**config.mk**
```make
export PLATFORM = sky130hd
export DESIGN_NAME = audio_mixer_sat
export DESIGN_NICKNAME = d
export VERILOG_FILES = /design/src/rtl/audio_mixer_sat.sv
export SDC_FILE = /design/constraint.sdc
export NUM_CORES = 1
export LEC_CHECK = 0
export CORE_MARGIN = 2
export CORE_UTILIZATION = 35
export DETAILED_ROUTE_END_ITERATION = 10
export GPL_TIMING_DRIVEN = 0
export MAX_ROUTING_LAYER = met4
export PLACE_DENSITY = 0.59
export SYNTH_ARGS = -nofsm -noshare
export SYNTH_HDL_FRONTEND = slang
export SYNTH_SLANG_ARGS = --single-unit
```
**constraint.sdc**
```tcl
create_clock -name mclk -period 19.15 [get_ports mclk]
set_input_delay 2.8725 -clock mclk [delete_from_list [all_inputs] [get_ports mclk]]
set_output_delay 2.8725 -clock mclk [all_outputs]
set_load 0.05 [all_outputs]
```
**src/rtl/audio_mixer_sat.sv**
```systemverilog
// audio_mixer_sat
//   Mixes NUM_CH signed audio channels once per I2S frame and writes the
//   saturated result into a master ring buffer. The falling edge of lrclk
//   starts a mix. On that tick the samples and gains are snapshotted. A single
//   shared multiplier then handles one channel per cycle. The sum is clamped
//   to the sample range and written one slot behind the player's read index.
//
// Ports
//   mclk        in   system audio clock, all state on its rising edge
//   rst         in   synchronous active-high reset
//   lrclk       in   I2S LR clock, asynchronous; its falling edge is the sample tick
//   ch_sample   in   NUM_CH x SAMPLE_BITS signed samples, channel 0 in the LSBs
//   ch_gain     in   NUM_CH x VOLUME_BITS unsigned gains, 128 = unity
//   play_index  in   player's current read index
//   clr_flags   in   clears clip/overrun on the next edge; a new set wins
//   wr_en       out  one-cycle master buffer write strobe
//   wr_addr     out  master buffer write address, held between writes
//   wr_data     out  saturated mix, held between writes
//   busy        out  high while a mix is in progress
//   clip        out  sticky: a mix saturated
//   overrun     out  sticky: a tick arrived while busy
module audio_mixer_sat #(
    parameter int NUM_CH      = 6,
    parameter int SAMPLE_BITS = 16,
    parameter int VOLUME_BITS = 8,
    parameter int BUF_LEN     = 256
) (
    input  logic                                  mclk,
    input  logic                                  rst,
    input  logic                                  lrclk,
    input  logic [NUM_CH-1:0][SAMPLE_BITS-1:0]    ch_sample,
    input  logic [NUM_CH-1:0][VOLUME_BITS-1:0]    ch_gain,
    input  logic [$clog2(BUF_LEN)-1:0]            play_index,
    input  logic                                  clr_flags,
    output logic                                  wr_en,
    output logic [$clog2(BUF_LEN)-1:0]            wr_addr,
    output logic [SAMPLE_BITS-1:0]                wr_data,
    output logic                                  busy,
    output logic                                  clip,
    output logic                                  overrun
);
    localparam int AW     = $clog2(BUF_LEN);
    localparam int CW     = (NUM_CH > 1) ? $clog2(NUM_CH) : 1;
    localparam int ACC_W  = SAMPLE_BITS + VOLUME_BITS + $clog2(NUM_CH);
    localparam int PROD_W = SAMPLE_BITS + VOLUME_BITS + 1;

    // Clamp bounds at accumulator width: 0..011..1 and its complement 1..100..0.
    localparam logic signed [ACC_W-1:0] SAT_MAX =
        {{(ACC_W-SAMPLE_BITS+1){1'b0}}, {(SAMPLE_BITS-1){1'b1}}};
    localparam logic signed [ACC_W-1:0] SAT_MIN = ~SAT_MAX;

    typedef enum logic [1:0] {IDLE, ACCUM, SAT, WRITE} state_t;

    state_t                             state_q, state_d;
    logic                               sync1_q, sync2_q, prev_q;
    logic                               tick;
    logic [NUM_CH-1:0][SAMPLE_BITS-1:0] smp_q, smp_d;
    logic [NUM_CH-1:0][VOLUME_BITS-1:0] gain_q, gain_d;
    logic signed [ACC_W-1:0]            acc_q, acc_d;
    logic [CW-1:0]                      cnt_q, cnt_d;
    logic                               wr_en_q, wr_en_d;
    logic [AW-1:0]                      addr_q, addr_d;
    logic [SAMPLE_BITS-1:0]             data_q, data_d;
    logic                               busy_q, busy_d;
    logic                               clip_q, clip_d;
    logic                               ovr_q, ovr_d;

    // Shared multiplier datapath for the channel selected by cnt_q. The gain
    // is zero-extended into a signed operand. The full-precision product is
    // then shifted arithmetically, so negative terms round toward -inf.
    logic signed [SAMPLE_BITS-1:0] cur_s;
    logic signed [VOLUME_BITS:0]   cur_g;
    logic signed [PROD_W-1:0]      prod;
    logic signed [PROD_W-1:0]      prod_sh;
    logic signed [ACC_W-1:0]       term;
    logic [SAMPLE_BITS-1:0]        sat_val;
    logic                          clip_hit;

    assign tick = prev_q & ~sync2_q;

    always_comb begin
        cur_s   = $signed(smp_q[cnt_q]);
        cur_g   = $signed({1'b0, gain_q[cnt_q]});
        prod    = cur_s * cur_g;
        prod_sh = prod >>> 7;
        term    = ACC_W'(prod_sh);
    end

    always_comb begin
        sat_val  = acc_q[SAMPLE_BITS-1:0];
        clip_hit = 1'b0;
        if (acc_q > SAT_MAX) begin
            sat_val  = SAT_MAX[SAMPLE_BITS-1:0];
            clip_hit = 1'b1;
        end else if (acc_q < SAT_MIN) begin
            sat_val  = SAT_MIN[SAMPLE_BITS-1:0];
            clip_hit = 1'b1;
        end
    end

    always_comb begin
        state_d = state_q;
        smp_d   = smp_q;
        gain_d  = gain_q;
        acc_d   = acc_q;
        cnt_d   = cnt_q;
        addr_d  = addr_q;
        data_d  = data_q;
        clip_d  = clip_q;
        ovr_d   = ovr_q;

        unique case (state_q)
            IDLE: begin
                if (tick) begin
                    smp_d   = ch_sample;
                    gain_d  = ch_gain;
                    addr_d  = (play_index == '0) ? AW'(BUF_LEN - 1) : play_index - AW'(1);
                    acc_d   = '0;
                    cnt_d   = '0;
                    state_d = ACCUM;
                end
            end
            ACCUM: begin
                acc_d = acc_q + term;
                cnt_d = cnt_q + CW'(1);
                if (cnt_q == CW'(NUM_CH - 1)) state_d = SAT;
            end
            SAT: begin
                data_d  = sat_val;
                state_d = WRITE;
            end
            WRITE: state_d = IDLE;
            default: state_d = IDLE;
        endcase

        // Sticky flags: clear first so a same-cycle set overrides it.
        if (clr_flags) begin
            clip_d = 1'b0;
            ovr_d  = 1'b0;
        end
        if (state_q == SAT && clip_hit) clip_d = 1'b1;
        if (tick && state_q != IDLE)    ovr_d  = 1'b1;

        // Strobe is registered so it lines up with the freshly written data.
        wr_en_d = (state_q == SAT);
        busy_d  = (state_d != IDLE);
    end

    always_ff @(posedge mclk) begin
        if (rst) begin
            state_q <= IDLE;
            sync1_q <= 1'b0;
            sync2_q <= 1'b0;
            prev_q  <= 1'b0;
            smp_q   <= '0;
            gain_q  <= '0;
            acc_q   <= '0;
            cnt_q   <= '0;
            wr_en_q <= 1'b0;
            addr_q  <= '0;
            data_q  <= '0;
            busy_q  <= 1'b0;
            clip_q  <= 1'b0;
            ovr_q   <= 1'b0;
        end else begin
            sync1_q <= lrclk;
            sync2_q <= sync1_q;
            prev_q  <= sync2_q;
            state_q <= state_d;
            smp_q   <= smp_d;
            gain_q  <= gain_d;
            acc_q   <= acc_d;
            cnt_q   <= cnt_d;
            wr_en_q <= wr_en_d;
            addr_q  <= addr_d;
            data_q  <= data_d;
            busy_q  <= busy_d;
            clip_q  <= clip_d;
            ovr_q   <= ovr_d;
        end
    end

    assign wr_en   = wr_en_q;
    assign wr_addr = addr_q;
    assign wr_data = data_q;
    assign busy    = busy_q;
    assign clip    = clip_q;
    assign overrun = ovr_q;

endmodule

```
==> summary.md <==
The floorplan step defined a die boundary enclosing 41500 um2. From left edge to right edge, the die measures 204 um. Sequential cells were found to cover 29.7% of the synthesized design area.

The number of buffers inserted by hold repair at cts came out at 0. The largest single stage delay on the critical path is 660 ps. For this design, the sink count on the clock tree is 207.

The tool flagged a number of max-cap violations equal to 0. The endpoint identified for the worst register-to-register timing path is acc_q[25]$_SDFFE_PP0P_. The cell depth of the worst hold path came out at 1. Wires add up to 41.4 mm. After clock tree synthesis, the clock-pin slew on the worst setup and hold paths is 60 ps. Dominant cell by count in the synthesized netlist: sky130_fd_sc_hd__nand2_1.

The number of port buffers came out at 183. The flop and latch count out of synthesis was 207. The later pin in the worst-skew pair is clocked with a latency of 510 ps.

Setup repair after global routing left no endpoint under its margin. In this run the critical register-to-register path is launched from cnt_q[0]$_SDFFE_PP0P_. The tools report the final-layout setup total negative slack as 0 ps. In this run the tightest slew margin relative to its limit is 29.1%. In this run the cell area of the synthesized design comes to 14000 um2. The total vias in the final route was 12400; the total of endpoints with negative setup slack in the final report was 0. The worst path uses 54.4% of the clock period. After detailed placement, the total cell area comes to 16400 um2.

After technology mapping, the gate count stands at 1727. For the worst setup path, the data required time is 19590 ps. Critical-path cell with the highest stage delay: sky130_fd_sc_hd__a21oi_1. The tools report the achievable frequency as 0.0960 GHz.

Most common cell type on the critical path: sky130_fd_sc_hd__fa_1. In this run the deepest clock path goes through 3 buffers. H-tree depth: 1. TritonCTS built the clock tree.

The clock skew after layout came out at 14.2 ps. The detailed router finished its first iteration with 815 violations. The flow ran to the end, and the final reports show no timing, DRC or antenna violations.

The critical setup path kind was flop to flop. Summed over all layers, the global routing overflow is 0. In this run the remaining antenna-violating nets after routing total 0. The number of synthesized flops with an enable pin came out at 0. The number of nets handed over by synthesis was 2061. The first-pass iteration count of the detailed router was 5.

By area the synthesized netlist is led by sky130_fd_sc_hd__dfxtp_1, sky130_fd_sc_hd__fa_1, sky130_fd_sc_hd__nand2_1. The area growth from synthesis to layout is 23.3%. After detailed routing, the number of vias per cell comes to 5.02.

The worst hold path begins at sync1_q$_SDFF_PP0_. Global routing used 20.6% of the available tracks across all layers. The clock root buffer was sky130_fd_sc_hd__clkbuf_16. The leakage power total was 6.92 nW; the proportion of register bits with asynchronous set or reset after synthesis was 0%. The maximum fanout encountered on the critical timing path is 10. The logs give 12500 for the via count of the first global-routing pass and 3875 for the filler cell count. The tools report the area of the core region as 39500 um2.

The worst setup path is captured at a flop. Yosys printed 0 warnings. After floorplanning, the core was divided into 73 placement rows. Main flop type after synthesis: sky130_fd_sc_hd__dfxtp_1. The slew at the pin closest to its max-slew limit is 1050 ps.

Maximum vdd ir drop: 0.0626 mV. The worst endpoint data arrival time is 10860 ps, and the combined area of the multi-input logic cells is 8840 um2. The number of gates resized after CTS was 0. Ranked by instance count, the synthesized netlist is headed by sky130_fd_sc_hd__nand2_1, sky130_fd_sc_hd__a21oi_1, sky130_fd_sc_hd__dfxtp_1. The first global-routing pass estimated 66.0 mm of wire. The worst setup path is launched from a flop.

The total setup buffers inserted after CTS was 0. The logs give 17200 um2 for the post-layout instance area and 22 for the CTS buffer count. The tools report the overall power of the completed layout as 977 uW. Cells with a size suffix above 1 make up 3.95% of the layout. The die boundary height came out at 204 um. Summed over all nets, the half-perimeter wirelength after detailed placement is 33.2 mm. The pin count of the biggest net entering global routing came out at 15. The run gives 8730 ps as the register-to-register setup slack. The count of final hold-check violations is 0, and the top-area cell type share of the netlist area is 29.7%. The tools report the hold path endpoint as sync2_q$_SDFF_PP0_. 0 antenna diodes ended up in the layout. For this design the ratio of total power to cell area is 56.8 nW/um2. The congestion estimate from routability-driven global placement came to 0.877. The mean instance size in the synthesized netlist was 8.08 um2. The number of cells on the worst reg-to-reg path is 34. The type of the most critical hold path is flop to flop. Dividing the detail-routed wire length by the instance count gives 16.7 um. Once the floorplan was initialized, standard cells occupied 35.3% of the core.

Total DRC errors in the routed layout: 0. The synthesized design spends more area on one cell type than any other, namely sky130_fd_sc_hd__dfxtp_1. The tools report the area taken by flip-flops and latches as 4140 um2.

Yosys mapped the design onto 57 distinct sky130hd cell types. The logs give 0 for the max-slew violation total from the final report and 184 for the number of top-level pins. The total number of nets in the final design was 2268; the final period demand of the worst path was 10420 ps.

The tools report the number of antenna violations at the first check in global routing as 0.
[flip-flops by register name, summed over array words and instances (netlist names)]
register / flops
smp_q: 96
gain_q: 48
acc_q: 27
wr_data: 16
wr_addr: 8
cnt_q: 3
state_q: 2
busy: 1
clip: 1
overrun: 1
prev_q: 1
sync1_q: 1
sync2_q: 1
wr_en: 1
[report_power, final]
part	total, mW	switching [mW]	internal [mW]	leakage, nW
sequential	0.442	0.00395	0.438	1.67
clock	0.447	0.176	0.271	0.377
combinational	0.0884	0.0453	0.0431	4.88
total	0.977	0.225	0.751	6.92
[critical path, delay by kind of cell (launching register included)]
| family | cells | cell delay [ps] |
|---|---|---|
| flip-flops | 1 | 430 |
| adder cells (fa/ha/maj) | 6 | 2800 |
| AO/OA/AOI/OAI | 11 | 3020 |
| AND/OR/NAND/NOR | 9 | 1600 |
| multiplexers | 1 | 260 |
| buffers and inverters | 6 | 2060 |
| XOR/XNOR | 1 | 160 |
[cell families (layout without fill, tap and decap cells)]
group,Yosys count,after routing,synth area share [%]
buffers and inverters,254,476,6.91
AOI/OAI and AO/OA,352,352,14.6
xor gates and xnor gates,41,41,2.63
adders and majority gates,178,178,21.5
muxes,55,55,5.74
and+or+nand+nor,640,640,19.0
DFF,207,207,29.7
[how the worst max path moves through the flow]
stage | startpoint | to | slack (ps)
after floorplan | cnt_q[0]$_SDFFE_PP0P_ | acc_q[25]$_SDFFE_PP0P_ | 10600
after global placement | cnt_q[0]$_SDFFE_PP0P_ | acc_q[25]$_SDFFE_PP0P_ | 8760
after detailed placement | cnt_q[0]$_SDFFE_PP0P_ | acc_q[25]$_SDFFE_PP0P_ | 8770
after CTS | cnt_q[0]$_SDFFE_PP0P_ | acc_q[25]$_SDFFE_PP0P_ | 8650
after global routing | cnt_q[0]$_SDFFE_PP0P_ | acc_q[25]$_SDFFE_PP0P_ | 8070
final | cnt_q[0]$_SDFFE_PP0P_ | acc_q[25]$_SDFFE_PP0P_ | 8730
[final cells by class]
cell class                 instances  share of cell area, %
multi-input combinational       1266                   51.4
sequential                       207                   24.1
timing repair buffer             183                   10.6
clock buffer                      32                   3.89
tap                              525                   3.82
inverter                         163                   3.56
buffer                            91                   2.05
clock inverter                     7                  0.567
[layout by cell type (no fill, tap or decap), types with 7 or more instances in the layout]
master and n:
sky130_fd_sc_hd__nand2_1 387, sky130_fd_sc_hd__a21oi_1 237, sky130_fd_sc_hd__dfxtp_1 207, sky130_fd_sc_hd__clkdlybuf4s50_1 183, sky130_fd_sc_hd__inv_1 161, sky130_fd_sc_hd__nor2_1 144, sky130_fd_sc_hd__fa_1 102, sky130_fd_sc_hd__clkbuf_1 84
sky130_fd_sc_hd__ha_1 76, sky130_fd_sc_hd__mux2i_1 35, sky130_fd_sc_hd__xnor2_1 29, sky130_fd_sc_hd__a21o_1 26, sky130_fd_sc_hd__nand3_1 26, sky130_fd_sc_hd__clkbuf_16 23, sky130_fd_sc_hd__mux4_2 20, sky130_fd_sc_hd__o211ai_1 19
sky130_fd_sc_hd__o21ai_0 16, sky130_fd_sc_hd__nor2b_1 16, sky130_fd_sc_hd__nand2b_1 14, sky130_fd_sc_hd__nor3_1 14, sky130_fd_sc_hd__a31oi_1 11, sky130_fd_sc_hd__xor2_1 11, sky130_fd_sc_hd__o21a_1 9, sky130_fd_sc_hd__a211oi_1 9
sky130_fd_sc_hd__and3_1 8, sky130_fd_sc_hd__or2_2 7
[stage by stage]
step / utilization (%) / setup slack (ps) / hold WS [ps] / instances
6_report: 43.5 / 8730 / 451 / 2474
3_5_place_dp: 41.6 / 8770 / 441 / 2435
4_1_cts: 43.5 / 8650 / 453 / 2474
5_1_grt: 43.5 / 8070 / 467 / 2474
3_3_place_gp: 41.6 / 8760 / 426 / 2435
2_1_floorplan: - / 10600 / 414 / 1727
[per-layer routing]
| layer | part of all wire (%) | vias up | track usage, % | wire length (um) |
|---|---|---|---|---|
| li1 | - | 6072 | - | - |
| met1 | 46 | 5991 | 27.6 | 19100 |
| met2 | 48 | 317 | 33.7 | 19900 |
| met3 | 4.1 | 50 | 1.71 | 1720 |
| met4 | 1.8 | 0 | 4.72 | 739 |
| met5 | 0 | - | - | 0 |
Note: power is estimated with default switching activity, not from simulation.
